**src/rtl/bin_to_bcd_seq.sv**
```systemverilog
// Sequential double-dabble binary-to-BCD converter with a start/busy/done handshake.
// Optional leading-zero blanking flags are enabled by defining BIN_TO_BCD_BLANK_EN.
module bin_to_bcd_seq #(
  parameter int WIDTH  = 16,
  parameter int DIGITS = 5
) (
  input  logic                  clk,
  input  logic                  rst_n,
  input  logic                  start,
  input  logic [WIDTH-1:0]      bin,
  output logic                  busy,
  output logic                  done,
  output logic [4*DIGITS-1:0]   d,
  output logic [DIGITS-1:0]     blank
);

  localparam int CW = $clog2(WIDTH + 1);

  typedef enum logic {IDLE, CONV} state_t;

  state_t              state, state_next;
  logic [WIDTH-1:0]    shift_reg;
  logic [4*DIGITS-1:0] acc, acc_adj, acc_shift;
  logic [CW-1:0]       cnt;
  logic                last_iter;

  assign last_iter = (cnt == CW'(1));

  always_ff @(posedge clk or negedge rst_n) begin
    if (!rst_n) state <= IDLE;
    else        state <= state_next;
  end

  always_comb begin
    state_next = state;
    case (state)
      IDLE:    if (start) state_next = CONV;
      CONV:    if (last_iter) state_next = IDLE;
      default: state_next = IDLE;
    endcase
  end

  always_comb begin
    busy = (state == CONV);
  end

  // Add-3 correction happens before the shift so no digit can reach 10 after doubling.
  always_comb begin
    acc_adj = acc;
    for (int i = 0; i < DIGITS; i++) begin
      if (acc[4*i +: 4] >= 4'd5) acc_adj[4*i +: 4] = acc[4*i +: 4] + 4'd3;
    end
    acc_shift = {acc_adj[4*DIGITS-2:0], shift_reg[WIDTH-1]};
  end

  always_ff @(posedge clk or negedge rst_n) begin
    if (!rst_n) begin
      shift_reg <= '0;
      acc       <= '0;
      cnt       <= '0;
      d         <= '0;
      done      <= 1'b0;
    end else begin
      done <= 1'b0;
      case (state)
        IDLE: begin
          if (start) begin
            shift_reg <= bin;
            acc       <= '0;
            cnt       <= CW'(WIDTH);
          end
        end
        CONV: begin
          shift_reg <= {shift_reg[WIDTH-2:0], 1'b0};
          acc       <= acc_shift;
          cnt       <= cnt - CW'(1);
          if (last_iter) begin
            d    <= acc_shift;
            done <= 1'b1;
          end
        end
        default: ;
      endcase
    end
  end

`ifdef BIN_TO_BCD_BLANK_EN
  // Scan from the most significant digit down; blanking stops at the first nonzero digit.
  always_comb begin
    logic zero_above;
    blank      = '0;
    zero_above = 1'b1;
    for (int i = DIGITS - 1; i >= 1; i--) begin
      zero_above = zero_above & (d[4*i +: 4] == 4'd0);
      blank[i]   = zero_above;
    end
  end
`else
  assign blank = '0;
`endif

endmodule

```
**config.mk**
```make
export PLATFORM = sky130hd
export DESIGN_NAME = bin_to_bcd_seq
export DESIGN_NICKNAME = d
export VERILOG_FILES = /design/src/rtl/bin_to_bcd_seq.sv
export SDC_FILE = /design/constraint.sdc
export NUM_CORES = 1
export LEC_CHECK = 0
export BUFFER_PORTS_ARGS = -buffer_cell sky130_fd_sc_hd__buf_2
export CORE_ASPECT_RATIO = 0.8
export CORE_UTILIZATION = 60
export CTS_BUF_LIST = sky130_fd_sc_hd__clkbuf_4 sky130_fd_sc_hd__clkbuf_8
export DETAILED_ROUTE_END_ITERATION = 16
export PLACE_DENSITY = 0.82
export SKIP_LAST_GASP = 1
export SLEW_MARGIN = 40
export SYNTH_ARGS = -nofsm -noshare
export SYNTH_HDL_FRONTEND = slang
export SYNTH_SLANG_ARGS = --single-unit
```
**constraint.sdc**
```tcl
create_clock -name clk -period 3.4 [get_ports clk]
set_input_delay 0.34 -clock clk [delete_from_list [all_inputs] [get_ports clk]]
set_output_delay 0.34 -clock clk [all_outputs]
set_load 0.01 [all_outputs]
```
==> metrics.csv <==
metric,value,unit
cts_hold_buf,0,
drtPass1Iterations,4,
grt_max_degree,73,
grt.overflow.total,0,
synth_flop_cell,dfrtp_1,
grt_pass1_vias,2049,
clock_path_buffers,2,
setup_viol,0,
diodes,0,
antenna_found_initial,0,
tightest_slew,729.6,ps
outcome,"complete, no violations",
synth-async-reset-ratio,100.0,%
maxCapViolCount,0,
cts.sinks,63,
rsz0062_at_grt,no,
synth.mux.area_fraction,14.64,%
synth_compound_area_share,10.53,%
synth-seq-cells,63,
synth_top_cell_by_area,dfrtp_1,
yosysTopAreaCellShare,49.70,%
syn-mean-instance-area,11.01,µm²
ir_drop,0.5068,mV
synthTopCellsByCount,"dfrtp_1 (63), mux2i_1 (31), o21ai_0 (30)",
fin_crit,1924,ps
die_y,67.03,µm
hpwl,3696,µm
clkLatencyLatePin,340,ps
place.gp.congestion,0.7580,
cp_max_fo,72,
r2r-start,cnt[1]$_DFFE_PN0P_,
grt_pass1_wl,9729,µm
yosysSeqAreaShare,49.70,%
layout-drive-gt1-share,23.94,%
initial_core_util,62.98,%
power.density,929.5,nW/µm²
timing.rr.end,d[17]$_DFFE_PN0P_,
hold_class,primary input to async pin,
port_buffers,40,
syn_inst,288,
fmax,519.7,MHz
grt_use_met1,30.46,%
clock_skew,11.65,ps
cp.required,3060,ps
die_w,83.29,µm
crit_type,flip-flop to primary output,
p_leak,0.001811,µW
dieArea,5583,µm²
cp-start-kind,flip-flop,
critPathCaptureType,primary output,
grt_util_met3,6.939,%
total_power,3296,µW
rrSetupSlack,1540,ps
synth_cell_types,26,
maxSlewHeadroom,51.36,%
synth-edff-count,0,
yosysMostFrequentCell,dfrtp_1,
use_met2,36.37,%
synthSimpleGateAreaFrac,12.47,%
fin_crit_sh,56.59,%
fin_setup_tns,0,ps
wire_per_inst,14.43,µm
final_hold_viol_count,0,
ctsResizeCount,0,
area_delta_synth_final,11.79,%
routed_wl,5656,µm
path_clk_slew,70,ps
track_usage,23.08,%
cts_setup_buffers,0,
std_cell_rows,23,
crit_arrival,1580,ps
core_area,5036,µm²
cts_buffers,9,
htree_levels,3,
synth_top_family_by_area,multiplexers,
startpoint,busy$_DFF_PN0_,
nNetsFinal,356,
drtIter0Drc,92,
viasPerCell,5.454,
drv_slew,0,
top_usage_layer,met2,
ys_warn_count,0,
reg2regPathDepth,5,
num_vias,2138,
netlist_area,3172,µm²
synth_fa_ha_area_share,4.734,%
ant_nets,0,
pin_count,46,
synth-xor-area-share,2.209,%
cts-root-buf,clkbuf_8,
remaining_drc_errors,0,
ys_top_cells_by_area,"dfrtp_1 (50%), mux2i_1 (9.8%), ha_1 (4.7%), o21ai_0 (4.7%), mux2_4 (3.8%)",
cts_tree,built,
where the power goes:
part	internal [µW]	switching, µW
Sequential	1080	241
Combinational	674	712
Clock	318	276
logic make-up (layout without fill, tap and decap cells):
logic type,after synthesis,count (layout)
compound gates,57,57
xor+xnor,8,8
fa+ha+maj,12,12
buf+inv,34,72
flops,63,63
mux,42,42
other cells,1,5
simple gates,71,71
through the flow:
| step | utilization, % | hold WS [ps] | setup slack (ps) | instance area [µm²] | cells |
|---|---|---|---|---|---|
| after floorplan | - | 44.41 | 2001 | 3187 | 292 |
| after global placement | 66.71 | 403.9 | 1633 | 3359 | 376 |
| after detailed placement | 66.76 | 397.7 | 1548 | 3362 | 376 |
| after CTS | 70.41 | 26.30 | 1460 | 3546 | 392 |
| after global routing | 70.41 | 58.33 | 1365 | 3546 | 392 |
| final | 70.41 | 23.69 | 1476 | 3546 | 392 |
metal layers:
layer	vias to the layer above	wire length (µm)
met1	1045	2705
met5	-	0
met2	39	2653
met3	10	214
li1	1044	-
met4	0	81
cell type report:
type	count	area, µm²
clock buffers	13	166.4
inverters	13	48.80
flip-flops and latches	63	1578
clock inverters	3	17.52
multi-input cells	195	1433
well taps	62	77.57
repair buffers	43	225.2
fillers	377	1490
worst max-delay path: stages, from the launching register on:
cell     delay, ps
dfrtp_2        390
buf_4          610
buf_2          250
cell usage in the layout (no fill, tap or decap), types with 2 or more instances in the layout:
cell type   n
a21oi_2     5
buf_4       4
nor2_1      3
nor3_1      6
nand2_1    28
ha_1       12
conb_1      5
dfrtp_1    62
clkbuf_4    2
mux2i_1    31
a21oi_1    10
mux2_4      8
xnor2_1     5
buf_2      39
inv_1      12
clkinv_2    2
xor2_1      3
o21ai_0    30
o31ai_1     2
nor3b_1    15
a21o_1     10
clkbuf_8   11
mux2_2      3
nand2b_1   17
how the worst max path moves through the flow:
stage,cells after the start,endpoint
6_report,2,busy
5_1_grt,2,busy
4_1_cts,2,busy
3_5_place_dp,5,d[17]$_DFFE_PN0P_
3_3_place_gp,5,d[17]$_DFFE_PN0P_
2_1_floorplan,5,d[6]$_DFFE_PN0P_
Power figures use the tool's default switching activity.
